<file path="config.mk">
export PLATFORM = sky130hd
export DESIGN_NAME = ins_ram_loader
export DESIGN_NICKNAME = d
export VERILOG_FILES = /design/src/rtl/ins_ram_loader.sv
export SDC_FILE = /design/constraint.sdc
export NUM_CORES = 1
export LEC_CHECK = 0
export BUFFER_PORTS_ARGS = -buffer_cell sky130_fd_sc_hd__buf_2
export CELL_PAD_IN_SITES_DETAIL_PLACEMENT = 0
export CELL_PAD_IN_SITES_GLOBAL_PLACEMENT = 1
export CORE_MARGIN = 4
export CORE_UTILIZATION = 40
export DETAILED_ROUTE_END_ITERATION = 7
export MAX_ROUTING_LAYER = met4
export PLACE_DENSITY = 0.77
export SLEW_MARGIN = 20
export SYNTH_ARGS = -nofsm -noshare
export SYNTH_HDL_FRONTEND = slang
export SYNTH_SLANG_ARGS = --single-unit
</file>
<file path="constraint.sdc">
create_clock -name clk -period 4.27 [get_ports clk]
set_input_delay 0.2135 -clock clk [delete_from_list [all_inputs] [get_ports clk]]
set_output_delay 0.2135 -clock clk [all_outputs]
set_load 0.01 [all_outputs]
</file>
<file path="src/rtl/ins_ram_loader.sv">
// ins_ram_loader: boot-time instruction RAM writer.
// Accepts a byte stream (16-bit big-endian word count, then big-endian
// 32-bit words) and writes each word to word-aligned RAM addresses while
// holding the CPU in reset.
// Optional build macro LOADER_CHECKSUM_EN adds a trailing XOR checksum byte.
module ins_ram_loader #(
  parameter int          DEPTH         = 4096,
  parameter logic [31:0] BASE_ADDR     = 32'h0000_0000,
  parameter bit          HOLD_AT_RESET = 1'b1
) (
  input  logic        clk,
  input  logic        rst,
  input  logic        start,
  input  logic        in_valid,
  input  logic [7:0]  in_data,
  output logic        in_ready,
  output logic        we,
  output logic [31:0] wa,
  output logic [31:0] wd,
  output logic        cpu_hold,
  output logic        busy,
  output logic        done,
  output logic        error
);

  typedef enum logic [2:0] {
    S_IDLE   = 3'd0,
    S_CNT_HI = 3'd1,
    S_CNT_LO = 3'd2,
    S_DATA   = 3'd3,
    S_WRITE  = 3'd4,
`ifdef LOADER_CHECKSUM_EN
    S_CHK    = 3'd6,
`endif
    S_DONE   = 3'd5
  } state_t;

  // State entered once the last word is written (or the count is zero).
`ifdef LOADER_CHECKSUM_EN
  localparam state_t S_END = S_CHK;
`else
  localparam state_t S_END = S_DONE;
`endif

  localparam logic [31:0] DEPTH_W = 32'(DEPTH);

  state_t      state_q, state_d;
  logic [15:0] cnt_q, cnt_d;
  logic [15:0] idx_q, idx_d;
  logic [1:0]  byte_cnt_q, byte_cnt_d;
  logic [23:0] shift_q, shift_d;
  logic        in_ready_q, in_ready_d;
  logic        we_q, we_d;
  logic [31:0] wa_q, wa_d;
  logic [31:0] wd_q, wd_d;
  logic        hold_q, hold_d;
  logic        busy_q, busy_d;
  logic        done_q, done_d;
  logic        error_q, error_d;
`ifdef LOADER_CHECKSUM_EN
  logic [7:0]  xor_q, xor_d;
`endif
  logic        accept_s;
  logic [15:0] n_s;

  assign accept_s = in_valid && in_ready_q;
  assign n_s      = {cnt_q[15:8], in_data};

  // Next-state and next-output computation for the load sequencer.
  always_comb begin
    state_d    = state_q;
    cnt_d      = cnt_q;
    idx_d      = idx_q;
    byte_cnt_d = byte_cnt_q;
    shift_d    = shift_q;
    we_d       = 1'b0;
    wa_d       = wa_q;
    wd_d       = wd_q;
    hold_d     = hold_q;
    busy_d     = busy_q;
    done_d     = done_q;
    error_d    = error_q;
`ifdef LOADER_CHECKSUM_EN
    xor_d      = xor_q;
    if (accept_s && (state_q != S_CHK)) begin
      xor_d = xor_q ^ in_data;
    end else begin
      xor_d = xor_q;
    end
`endif
    case (state_q)
      S_IDLE, S_DONE: begin
        if (start) begin
          state_d    = S_CNT_HI;
          done_d     = 1'b0;
          error_d    = 1'b0;
          idx_d      = 16'd0;
          cnt_d      = 16'd0;
          byte_cnt_d = 2'd0;
          busy_d     = 1'b1;
          hold_d     = 1'b1;
`ifdef LOADER_CHECKSUM_EN
          xor_d      = 8'h00;
`endif
        end else begin
          state_d = state_q;
        end
      end
      S_CNT_HI: begin
        if (accept_s) begin
          cnt_d   = {in_data, 8'h00};
          state_d = S_CNT_LO;
        end else begin
          state_d = S_CNT_HI;
        end
      end
      S_CNT_LO: begin
        if (accept_s) begin
          cnt_d = n_s;
          if (n_s == 16'd0) begin
            state_d = S_END;
          end else if ({16'd0, n_s} > DEPTH_W) begin
            // Oversized image: reject without any write or checksum byte.
            error_d = 1'b1;
            state_d = S_DONE;
          end else begin
            state_d = S_DATA;
          end
        end else begin
          state_d = S_CNT_LO;
        end
      end
      S_DATA: begin
        if (accept_s) begin
          shift_d    = {shift_q[15:0], in_data};
          byte_cnt_d = byte_cnt_q + 2'd1;
          if (byte_cnt_q == 2'd3) begin
            state_d = S_WRITE;
            we_d    = 1'b1;
            wd_d    = {shift_q, in_data};
            wa_d    = BASE_ADDR + {14'd0, idx_q, 2'b00};
          end else begin
            state_d = S_DATA;
          end
        end else begin
          state_d = S_DATA;
        end
      end
      S_WRITE: begin
        idx_d = idx_q + 16'd1;
        if ((idx_q + 16'd1) == cnt_q) begin
          state_d = S_END;
        end else begin
          state_d = S_DATA;
        end
      end
`ifdef LOADER_CHECKSUM_EN
      S_CHK: begin
        if (accept_s) begin
          if (in_data != xor_q) begin
            error_d = 1'b1;
          end else begin
            error_d = error_q;
          end
          state_d = S_DONE;
        end else begin
          state_d = S_CHK;
        end
      end
`endif
      default: begin
        state_d = S_IDLE;
      end
    endcase

    // Completion releases the CPU whether or not the load succeeded.
    if ((state_d == S_DONE) && (state_q != S_DONE)) begin
      busy_d = 1'b0;
      done_d = 1'b1;
      hold_d = 1'b0;
    end else begin
      busy_d = busy_d;
    end

    in_ready_d = (state_d == S_CNT_HI) || (state_d == S_CNT_LO) ||
`ifdef LOADER_CHECKSUM_EN
                 (state_d == S_CHK) ||
`endif
                 (state_d == S_DATA);
  end

  // State and registered-output flops with asynchronous reset.
  always_ff @(posedge clk or posedge rst) begin
    if (rst) begin
      state_q    <= S_IDLE;
      cnt_q      <= 16'd0;
      idx_q      <= 16'd0;
      byte_cnt_q <= 2'd0;
      shift_q    <= 24'd0;
      in_ready_q <= 1'b0;
      we_q       <= 1'b0;
      wa_q       <= BASE_ADDR;
      wd_q       <= 32'd0;
      hold_q     <= HOLD_AT_RESET;
      busy_q     <= 1'b0;
      done_q     <= 1'b0;
      error_q    <= 1'b0;
`ifdef LOADER_CHECKSUM_EN
      xor_q      <= 8'h00;
`endif
    end else begin
      state_q    <= state_d;
      cnt_q      <= cnt_d;
      idx_q      <= idx_d;
      byte_cnt_q <= byte_cnt_d;
      shift_q    <= shift_d;
      in_ready_q <= in_ready_d;
      we_q       <= we_d;
      wa_q       <= wa_d;
      wd_q       <= wd_d;
      hold_q     <= hold_d;
      busy_q     <= busy_d;
      done_q     <= done_d;
      error_q    <= error_d;
`ifdef LOADER_CHECKSUM_EN
      xor_q      <= xor_d;
`endif
    end
  end

  assign in_ready = in_ready_q;
  assign we       = we_q;
  assign wa       = wa_q;
  assign wd       = wd_q;
  assign cpu_hold = hold_q;
  assign busy     = busy_q;
  assign done     = done_q;
  assign error    = error_q;

endmodule

</file>
==> load_flow_metrics.sql, run 1 <==
INSERT INTO impl_metrics (metric_group, metric, value, unit) VALUES
('outcome', 'run_status', 'finished, final reports clean', ''),
('clock_tree', 'insertion_delay_to_the_later_sink_of_the_worst_skew_pair', '0.41', 'ns'),
('synthesis', 'top_post_synthesis_cells_by_count', 'sky130_fd_sc_hd__dfrtp_1, sky130_fd_sc_hd__mux2_2, sky130_fd_sc_hd__nand2_1', ''),
('cells_and_area', 'synthToLayoutAreaGrowth', '18.9', '%'),
('synthesis', 'cell_area_synth', '0.00533', 'mm^2'),
('cells_and_area', 'diodes', '0', ''),
('clock_tree', 'h-tree-depth', '4', ''),
('power', 'worst_ir_drop_vdd', '0.000383', 'V'),
('die', 'dieHeight', '123', 'um'),
('grt', 'grt_usage', '0.172', ''),
('cells_and_area', 'final_net_count', '551', ''),
('critical_path', 'most_frequent_cell_on_critical_path', 'sky130_fd_sc_hd__buf_4', ''),
('synthesis', 'post-synth-top-count-cell', 'sky130_fd_sc_hd__dfrtp_1', ''),
('die', 'fp-row-count', '41', ''),
('detailed_routing', 'ant_nets', '0', ''),
('clock_tree', 'clock_sink_count', '115', ''),
('sta', 'timing.final.max_slew_violations', '0', ''),
('synthesis', 'synth.top_cells.by_area', 'sky130_fd_sc_hd__dfrtp_1, sky130_fd_sc_hd__mux2_2, sky130_fd_sc_hd__nand2_1', ''),
('detailed_routing', 'drcViolationCount', '0', ''),
('place', 'port_buffers', '65', ''),
('power', 'power.density', '655', 'mW/mm^2'),
('run', 'timing.max_cap.violations', '0', ''),
('critical_path', 'slowest_stage', 'sky130_fd_sc_hd__dfrtp_1', ''),
('synthesis', 'count_of_flip_flops_with_a_built_in_enable_after_synthesis', '0', ''),
('sta', 'fmax', '371', 'MHz'),
('grt', 'first_global_vias', '3692', ''),
('sta', 'worst_slew_slack_as_a_fraction_of_its_limit', '0.410', ''),
('synthesis', 'synth_sequential_area_ratio', '0.540', ''),
('detailed_routing', 'route.detailed.wl_per_inst', '16.4', 'um'),
('critical_path', 'setup.worst_path.class', 'reg2reg', ''),
('power', 'static-leakage-power', '3.03', 'nW'),
('clock_tree', 'cts.root.buffer_cell', 'sky130_fd_sc_hd__clkbuf_16', ''),
('place', 'gp_congestion', '0.901', ''),
('synthesis', 'async_flop_share', '1.00', ''),
('detailed_routing', 'vias_per_cell', '5.13', ''),
('synthesis', 'ys_seq_elements', '115', ''),
('sta', 'fin_tns_setup', '0', 'ns'),
('synthesis', 'yosys_most_used_dff', 'sky130_fd_sc_hd__dfrtp_1', ''),
('clock_tree', 'cts_tree', 'done', ''),
('detailed_routing', 'routed-via-count', '3698', ''),
('sta', 'finalCriticalPeriod', '2.70', 'ns'),
('sta', 'layout_worst_path_cycle_share', '0.632', ''),
('critical_path', 'worst_setup_end_kind', 'register', ''),
('sta', 'timing_worst_slew_pin_value', '0.881', 'ns'),
('grt', 'grt_antenna_before_repair', '0', ''),
('clock_tree', 'clk_transition_reported_paths', '0.06', 'ns'),
('die', 'ios', '82', ''),
('critical_path', 'setup.worst_path.start_class', 'register', ''),
('synthesis', 'synth_warnings', '0', ''),
('grt', 'wire_length_of_the_first_global_routing_pass', '19.5', 'mm'),
('die', 'placeableCoreArea', '0.0128', 'mm^2'),
('grt', 'grt-ovfl-total', '0', ''),
('die', 'design.die.area', '0.0152', 'mm^2'),
('cells_and_area', 'fillerInstances', '1184', ''),
('detailed_routing', 'total_wirelength', '11.8', 'mm'),
('clock_tree', 'max-clock-path-buffers', '2', ''),
('sta', 'finalSetupViolCount', '0', ''),
('critical_path', 'cp_data_arrival_time', '2.99', 'ns'),
('power', 'finalPower', '4.15', 'mW'),
('synthesis', 'netlist.area_leader.share', '0.535', ''),
('detailed_routing', 'first_iter_violations', '241', ''),
('detailed_routing', 'drt-pass1-iter-count', '4', ''),
('sta', 'rsz_0062_raised_after_global_routing', 'no', ''),
('critical_path', 'crit_path_max_incr_delay', '0.66', 'ns'),
('critical_path', 'timing.critical_path.required', '4.56', 'ns'),
('synthesis', 'synthesis.area_per_instance', '11.3', 'um^2'),
('hold_path', 'hp-class', 'in2reg', ''),
('synthesis', 'syn_inst', '471', ''),
('place', 'detailed_place_hpwl', '8.10', 'mm'),
('critical_path', 'worstPathCellList', 'nand2_1, nor2_2, buf_4, nand2_2, buf_4, mux2_1', ''),
('cells_and_area', 'layout-drive-gt1-share', '0.335', ''),
('synthesis', 'ys_types', '50', ''),
('die', 'die_x', '123', 'um'),
('sta', 'final-hold-violation-count', '0', ''),
('die', 'initial_core_util', '0.416', ''),
('sta', 'finClkSkew', '0.00458', 'ns'),
('critical_path', 'worstPathMaxFanout', '31', ''),
('grt', 'maximum_number_of_pins_on_one_net_before_global_route_repair', '85', ''),
('clock_tree', 'cts_buf_count', '17', ''),
('synthesis', 'netlist.top_cell.by_area', 'sky130_fd_sc_hd__dfrtp_1', '');
-- power by group --
part	switching [mW]	internal [mW]	total, mW
clock	0.506	0.829	1.34
combinational	0.562	0.542	1.10
sequential	0.279	1.43	1.71
total	1.35	2.80	4.15
-- cells by family after synthesis --
kind of cell,synth area share
adders and majority gates,0.00469
and+or+nand+nor,0.127
muxes,0.154
xor gates and xnor gates,0.0443
other,0.000703
AOI/OAI and AO/OA,0.0842
DFF,0.540
buffers and inverters,0.0448
-- worst paths after layout --
check	start	to	slack, ns	cells past startpoint
min in group asynchronous	rst	wd[5]	0.48	3
hold / removal	in_data[4]	cnt_q[12]	0.09	3
hold reg to reg	wa[6]	wa[6]	0.49	1
setup reg to reg	state_q[0]	wa[10]	1.57	6
setup / recovery	state_q[0]	wa[10]	1.57	6
max in group asynchronous	rst	wa[3]	2.86	4
-- metrics by stage --
stage | utilization | setup slack, ns | instances | hold WS, ns | cell area (um^2)
2_1_floorplan | - | 1.01 | 486 | 0.330 | 5390
3_3_place_gp | 0.450 | 1.61 | 689 | 0.468 | 5770
3_5_place_dp | 0.450 | 1.55 | 689 | 0.483 | 5770
4_1_cts | 0.493 | 1.54 | 720 | 0.0739 | 6330
5_1_grt | 0.494 | 1.29 | 721 | 0.0852 | 6340
6_report | 0.494 | 1.57 | 721 | 0.0886 | 6340
-- sequential cells by signal (all words and copies together) (netlist names) --
name,count
done,1
shift_q,24
cnt_q,16
state_q,3
cpu_hold,1
in_ready,1
byte_cnt_q,2
wa,16
busy,1
error,1
idx_q,16
we,1
wd,32
-- cell usage in the layout, fill, tap and decap left out, types with 7 or more instances in the layout --
| master | instances |
|---|---|
| sky130_fd_sc_hd__dfrtp_1 | 114 |
| sky130_fd_sc_hd__mux2_2 | 67 |
| sky130_fd_sc_hd__buf_2 | 65 |
| sky130_fd_sc_hd__nand2_1 | 63 |
| sky130_fd_sc_hd__nor2_1 | 26 |
| sky130_fd_sc_hd__o21ai_1 | 22 |
| sky130_fd_sc_hd__o21ai_0 | 22 |
| sky130_fd_sc_hd__xnor2_1 | 18 |
| sky130_fd_sc_hd__clkbuf_16 | 17 |
| sky130_fd_sc_hd__conb_1 | 16 |
| sky130_fd_sc_hd__xor2_1 | 9 |
| sky130_fd_sc_hd__a21oi_1 | 8 |
| sky130_fd_sc_hd__nand3_1 | 7 |
-- final cells by class --
| cell class | instances | area, um^2 | area share |
|---|---|---|---|
| clock buffers | 20 | 457 | 0.0720 |
| clock inverters | 11 | 106 | 0.0168 |
| inverters | 6 | 27.5 | 0.00434 |
| multi-input cells | 325 | 2280 | 0.359 |
| flip-flops and latches | 115 | 2880 | 0.454 |
| well taps | 172 | 215 | 0.0339 |
| repair buffers | 72 | 380 | 0.0600 |
-- per-layer routing --
metal / GRT usage / part of all wire / vias up
met5: - / 0 / -
met4: 0.0505 / 0.011 / 0
met3: 0.0485 / 0.060 / 11
met2: 0.266 / 0.48 / 118
met1: 0.222 / 0.45 / 1813
li1: - / - / 1756
-- timing repair --
item | in CTS | in global routing
hold endpoints to repair | 0 | 6
resized for setup | 0 | 0
hold buffers | 0 | 1
buffers inserted | 0 | 0
-- critical path, delay by kind of cell (launching register included) --
| kind | cells | cell delay [ns] |
|---|---|---|
| mux | 1 | 0.34 |
| simple gates | 3 | 0.79 |
| flops | 1 | 0.66 |
| buf+inv | 2 | 0.76 |
No activity file was read; power rests on OpenSTA's default activity.
==> inputs of run 2 (changes only) <==
==> constraint.sdc (replaced) <==
create_clock -name clk -period 2.7 [get_ports clk]
set_input_delay 0.135 -clock clk [delete_from_list [all_inputs] [get_ports clk]]
set_output_delay 0.135 -clock clk [all_outputs]
set_load 0.01 [all_outputs]
==> run 2 against run 1 <==
Via count increased by 0.32%. Clock-buffer cell count decreased by 2. Combinational power increased by 60%. Setup slack got worse by 1.4 ns. Cell area increased by 2.5%. Clock skew increased by 0.0034 ns. Sequential power increased by 58%. Highest routed layer unchanged. Non-clock buffer count increased by 5. Critical path depth increased by 3. Die area unchanged.
==> load_flow_metrics.sql, run 2 (synthesized netlist as in run 1, its figures left out) <==
INSERT INTO impl_metrics (metric_group, metric, value, unit) VALUES
('detailed_routing', 'route.detailed.wl_per_inst', '16.0', 'um'),
('place', 'detailed_place_hpwl', '8.13', 'mm'),
('critical_path', 'r2r.worst_path.cells', '9', ''),
('clock_tree', 'insertion_delay_to_the_later_sink_of_the_worst_skew_pair', '0.41', 'ns'),
('sta', 'final-hold-violation-count', '0', ''),
('detailed_routing', 'drt-pass1-iter-count', '4', ''),
('grt', 'maximum_number_of_pins_on_one_net_before_global_route_repair', '46', ''),
('cells_and_area', 'synthToLayoutAreaGrowth', '21.9', '%'),
('power', 'static-leakage-power', '3.10', 'nW'),
('clock_tree', 'h-tree-depth', '4', ''),
('cells_and_area', 'final_net_count', '556', ''),
('critical_path', 'cp_data_arrival_time', '2.79', 'ns'),
('grt', 'grt_usage', '0.173', ''),
('sta', 'post-route-worst-setup-slack', '0.204', 'ns'),
('die', 'fp-row-count', '41', ''),
('cells_and_area', 'most-common-layout-cells', 'sky130_fd_sc_hd__dfrtp_1, sky130_fd_sc_hd__mux2_2, sky130_fd_sc_hd__buf_2, sky130_fd_sc_hd__nand2_1, sky130_fd_sc_hd__nor2_1', ''),
('power', 'finalPower', '6.91', 'mW'),
('sta', 'fmax', '401', 'MHz'),
('detailed_routing', 'routed-via-count', '3710', ''),
('run', 'timing.max_cap.violations', '0', ''),
('clock_tree', 'cts_tree', 'done', ''),
('clock_tree', 'cts.hold.buffers_added', '2', ''),
('sta', 'finalCriticalPeriod', '2.50', 'ns'),
('grt', 'grt-ovfl-total', '0', ''),
('clock_tree', 'cts_buf_count', '17', ''),
('power', 'worst_ir_drop_vdd', '0.000600', 'V'),
('clock_tree', 'post_cts_resize_count', '0', ''),
('clock_tree', 'clk_transition_reported_paths', '0.05', 'ns'),
('die', 'dieHeight', '123', 'um'),
('place', 'postPlaceCellArea', '0.00583', 'mm^2'),
('critical_path', 'setup.worst_path.class', 'reg2reg', ''),
('detailed_routing', 'first_iter_violations', '247', ''),
('die', 'die_x', '123', 'um'),
('sta', 'timing.final.max_slew_violations', '0', ''),
('clock_tree', 'cts.root.buffer_cell', 'sky130_fd_sc_hd__clkbuf_16', ''),
('cells_and_area', 'layout-drive-gt1-share', '0.341', ''),
('place', 'placed_cells', '693', ''),
('grt', 'first_global_vias', '3837', ''),
('clock_tree', 'postCtsSetupRepairBufs', '0', ''),
('die', 'placeableCoreArea', '0.0128', 'mm^2'),
('die', 'ios', '82', ''),
('cells_and_area', 'largest_reg_flops', '32', ''),
('die', 'initial_core_util', '0.416', ''),
('die', 'design.die.area', '0.0152', 'mm^2'),
('cells_and_area', 'instances_no_fill', '726', ''),
('place', 'port_buffers', '65', ''),
('detailed_routing', 'drcViolationCount', '0', ''),
('grt', 'grt_antenna_before_repair', '0', ''),
('critical_path', 'timing.reg2reg.setup_slack', '0.20', 'ns'),
('clock_tree', 'max-clock-path-buffers', '2', ''),
('outcome', 'run_status', 'finished, final reports clean', ''),
('detailed_routing', 'vias_per_cell', '5.11', ''),
('sta', 'finClkSkew', '0.00795', 'ns'),
('critical_path', 'worst_setup_end_kind', 'register', ''),
('hold_path', 'hp-class', 'in2reg', ''),
('place', 'pre_cts_ws', '0.273', 'ns'),
('critical_path', 'setup.worst_path.start_class', 'register', ''),
('critical_path', 'timing.critical_path.required', '2.99', 'ns'),
('critical_path', 'worstPathMaxFanout', '6', ''),
('sta', 'finalSetupViolCount', '0', ''),
('power', 'power.density', '1060', 'mW/mm^2'),
('cells_and_area', 'diodes', '0', ''),
('sta', 'worst_slew_slack_as_a_fraction_of_its_limit', '0.423', ''),
('cells_and_area', 'post-route-cell-area', '0.00650', 'mm^2'),
('sta', 'fin_tns_setup', '0', 'ns'),
('sta', 'layout_worst_path_cycle_share', '0.925', ''),
('grt', 'wire_length_of_the_first_global_routing_pass', '19.8', 'mm'),
('sta', 'timing_worst_slew_pin_value', '0.862', 'ns'),
('place', 'gp_congestion', '0.882', ''),
('detailed_routing', 'total_wirelength', '11.6', 'mm'),
('clock_tree', 'clock_sink_count', '115', ''),
('cells_and_area', 'layout.cells.most_common', 'sky130_fd_sc_hd__dfrtp_1', ''),
('detailed_routing', 'ant_nets', '0', ''),
('sta', 'rsz_0062_raised_after_global_routing', 'no', ''),
('hold_path', 'number_of_cells_on_the_worst_hold_path', '3', '');
run 2: metal layers:
layer,routed length (um),track usage,vias up
met5,0,-,-
met4,235,0.0699,0
met3,689,0.0453,20
met2,5410,0.253,109
met1,5270,0.231,1823
li1,-,-,1758
run 2: layout make-up:
type	count	area (um^2)
fillers	1180	6320
flip-flops and latches	115	2880
multi-input cells	325	2280
repair buffers	77	458
clock buffers	18	439
well taps	172	215
clock inverters	13	209
inverters	6	26.3
run 2: metrics by stage:
step	hold WS [ns]	util
floorplan	0.252	-
global placement	0.288	0.455
detailed placement	0.303	0.455
CTS	0.00448	0.507
global route	0.0132	0.507
finish	0.0173	0.507
run 2: worst paths after layout:
path / from / endpoint
max: idx_q[1] / state_q[1]
min: in_data[2] / cnt_q[10]
max reg2reg: idx_q[1] / state_q[1]
min reg2reg: wa[13] / wa[13]
max in group asynchronous: rst / cpu_hold
min in group asynchronous: rst / wa[11]
run 2: power breakdown:
part	total [mW]	internal [mW]	leakage, nW	switching, mW
Sequential	2.70	2.27	1.50	0.436
Combinational	1.76	0.877	1.29	0.887
Clock	2.44	1.65	0.308	0.787
Total	6.91	4.80	3.10	2.11
run 2: worst max-delay path, cell delays in order (launching register included):
cell and delay (ns):
sky130_fd_sc_hd__dfrtp_1 0.44, sky130_fd_sc_hd__ha_1 0.24, sky130_fd_sc_hd__buf_4 0.15, sky130_fd_sc_hd__nand4b_1 0.09, sky130_fd_sc_hd__nand2_1 0.09, sky130_fd_sc_hd__nand3_1 0.07, sky130_fd_sc_hd__a2111oi_0 0.54, sky130_fd_sc_hd__nand4_1 0.22
sky130_fd_sc_hd__or2_4 0.30, sky130_fd_sc_hd__a22o_1 0.24
==> inputs of run 3 (changes only) <==
--- a/config.mk
+++ b/config.mk
@@ -12,7 +12,7 @@
 export CORE_UTILIZATION = 40
 export DETAILED_ROUTE_END_ITERATION = 7
 export MAX_ROUTING_LAYER = met4
-export PLACE_DENSITY = 0.77
+export PLACE_DENSITY_LB_ADDON = 0.3
 export SLEW_MARGIN = 20
 export SYNTH_ARGS = -nofsm -noshare
 export SYNTH_HDL_FRONTEND = slang
==> run 3 against run 2 <==
Global-route usage grew 0.18 points. Routed wire length grew 1.8%. Clock power fell by 6%. Sequential cell count did not move. Final cell count grew 0.41%. Utilization shrank 0.20 points. Clock-buffer cell count unchanged. Clock skew is 0.00084 ns lower. Hold slack about the same. Largest cell class unchanged.
==> load_flow_metrics.sql, run 3 (synthesized netlist as in run 1, its figures left out) <==
INSERT INTO impl_metrics (metric_group, metric, value, unit) VALUES
('die', 'design.die.area', '0.0152', 'mm^2'),
('clock_tree', 'clk_transition_reported_paths', '0.05', 'ns'),
('detailed_routing', 'drcViolationCount', '0', ''),
('sta', 'timing_worst_slew_pin_value', '0.841', 'ns'),
('critical_path', 'worst_setup_end_kind', 'register', ''),
('detailed_routing', 'vias_per_cell', '5.08', ''),
('cells_and_area', 'post-route-cell-area', '0.00648', 'mm^2'),
('cells_and_area', 'diodes', '0', ''),
('die', 'ios', '82', ''),
('critical_path', 'cp_data_arrival_time', '2.71', 'ns'),
('detailed_routing', 'total_wirelength', '11.8', 'mm'),
('sta', 'rsz_0062_raised_after_global_routing', 'no', ''),
('detailed_routing', 'drt-pass1-iter-count', '4', ''),
('grt', 'grt_usage', '0.175', ''),
('place', 'gp_congestion', '0.861', ''),
('sta', 'layout_worst_path_cycle_share', '0.894', ''),
('power', 'worst_ir_drop_vdd', '0.000655', 'V'),
('detailed_routing', 'ant_nets', '0', ''),
('sta', 'fmax', '414', 'MHz'),
('sta', 'timing.final.max_slew_violations', '0', ''),
('clock_tree', 'cts_buf_count', '17', ''),
('die', 'initial_core_util', '0.416', ''),
('grt', 'first_global_vias', '3755', ''),
('die', 'placeableCoreArea', '0.0128', 'mm^2'),
('place', 'postPlaceCellArea', '0.00584', 'mm^2'),
('clock_tree', 'clock_sink_count', '115', ''),
('critical_path', 'most_frequent_cell_on_critical_path', 'sky130_fd_sc_hd__nor4_2', ''),
('die', 'dieHeight', '123', 'um'),
('cells_and_area', 'most-common-layout-cells', 'sky130_fd_sc_hd__dfrtp_1, sky130_fd_sc_hd__mux2_2, sky130_fd_sc_hd__buf_2, sky130_fd_sc_hd__nand2_1, sky130_fd_sc_hd__nor2_1', ''),
('critical_path', 'worstPathCellList', 'nand4_2, nor4_2, xnor2_1, nor4_2, o21ai_1, or2_4, a22o_1', ''),
('place', 'port_buffers', '65', ''),
('power', 'static-leakage-power', '3.09', 'nW'),
('cells_and_area', 'largest_reg_flops', '32', ''),
('grt', 'maximum_number_of_pins_on_one_net_before_global_route_repair', '116', ''),
('cells_and_area', 'layout-drive-gt1-share', '0.346', ''),
('sta', 'fin_tns_setup', '0', 'ns'),
('clock_tree', 'h-tree-depth', '4', ''),
('cells_and_area', 'synthToLayoutAreaGrowth', '21.4', '%'),
('hold_path', 'hp-class', 'in2reg', ''),
('detailed_routing', 'routed-via-count', '3705', ''),
('die', 'die_x', '123', 'um'),
('critical_path', 'worstPathMaxFanout', '11', ''),
('critical_path', 'setup.worst_path.start_class', 'register', ''),
('place', 'detailed_place_hpwl', '8.11', 'mm'),
('sta', 'finalCriticalPeriod', '2.41', 'ns'),
('clock_tree', 'cts.root.buffer_cell', 'sky130_fd_sc_hd__clkbuf_16', ''),
('sta', 'finalSetupViolCount', '0', ''),
('grt', 'grt_antenna_before_repair', '0', ''),
('cells_and_area', 'layout.cells.most_common', 'sky130_fd_sc_hd__dfrtp_1', ''),
('clock_tree', 'postCtsSetupRepairBufs', '0', ''),
('critical_path', 'crit_path_max_incr_delay', '0.56', 'ns'),
('sta', 'finClkSkew', '0.00711', 'ns'),
('detailed_routing', 'route.detailed.wl_per_inst', '16.2', 'um'),
('sta', 'final-hold-violation-count', '0', ''),
('clock_tree', 'insertion_delay_to_the_later_sink_of_the_worst_skew_pair', '0.41', 'ns'),
('detailed_routing', 'first_iter_violations', '248', ''),
('critical_path', 'timing.critical_path.required', '3.00', 'ns'),
('clock_tree', 'max-clock-path-buffers', '2', ''),
('run', 'timing.max_cap.violations', '0', ''),
('grt', 'wire_length_of_the_first_global_routing_pass', '19.7', 'mm'),
('sta', 'worst_slew_slack_as_a_fraction_of_its_limit', '0.438', ''),
('clock_tree', 'cts_tree', 'done', ''),
('grt', 'grt-ovfl-total', '0', ''),
('die', 'fp-row-count', '41', ''),
('cells_and_area', 'final_net_count', '558', ''),
('critical_path', 'slowest_stage', 'sky130_fd_sc_hd__dfrtp_1', ''),
('outcome', 'run_status', 'finished, final reports clean', ''),
('power', 'power.density', '1050', 'mW/mm^2'),
('critical_path', 'setup.worst_path.class', 'reg2reg', '');
-- run 3: cell types whose count changed in the layout (fill, tap and decap cells not counted), sizes merged --
cell / previous run / this run
inv: 5 / 8
buf: 75 / 77
bufinv: 5 / 3
clkinv: 5 / 6
clkinvlp: 4 / 3
-- run 3: worst max-delay path, delay by kind of cell (launching register included) --
kind            cells  cell delay, ns
simple gates        4            1.23
flops               1            0.56
xor+xnor            1            0.13
compound gates      2            0.39
-- run 3: metal layers --
metal	part of all wire	vias to the layer above	track usage
met4	0.013	0	0.0671
met5	0	-	-
li1	-	1770	-
met2	0.47	96	0.261
met3	0.048	10	0.0517
met1	0.47	1829	0.226
-- run 3: what timing repair did --
item                                    in CTS  in global routing
gates resized for setup                      0                  3
hold endpoints to repair                   115                  0
hold buffers                                 2                  0
endpoints found under the setup margin       0                  3
-- run 3: power by group --
group	switching (mW)	internal, mW	total (mW)
logic	0.895	0.886	1.78
registers	0.435	2.27	2.70
clock network	0.821	1.48	2.30
-- run 3: final timing paths --
path / start / endpoint / slack [ns] / depth (start not counted)
setup / recovery: idx_q[2] / state_q[1] / 0.29 / 7
hold / removal: in_data[5] / cnt_q[13] / 0.02 / 3
setup reg to reg: idx_q[2] / state_q[1] / 0.29 / 7
hold reg to reg: wa[6] / wa[6] / 0.48 / 1
max in group asynchronous: rst / idx_q[3] / 1.70 / 4
min in group asynchronous: rst / wa[12] / 0.41 / 4
-- run 3: area by class of cell --
cell class,count,area [um^2]
clock buffer,18,439
clock inverter,14,176
inverter,6,26.3
multi-input combinational,325,2280
fill,1179,6350
tap,172,215
timing repair buffer,79,460
sequential,115,2880
-- run 3: through the flow --
step	worst slack [ns]	power (mW)	utilization	hold WS [ns]	std cells
floorplan	0.389	3.89	-	0.252	486
global placement	0.290	4.47	0.455	0.365	695
detailed placement	0.245	4.53	0.455	0.371	695
CTS	0.242	6.87	0.505	0.00502	729
global route	0.0119	7.22	0.505	0.00970	729
finish	0.286	6.79	0.505	0.0169	729
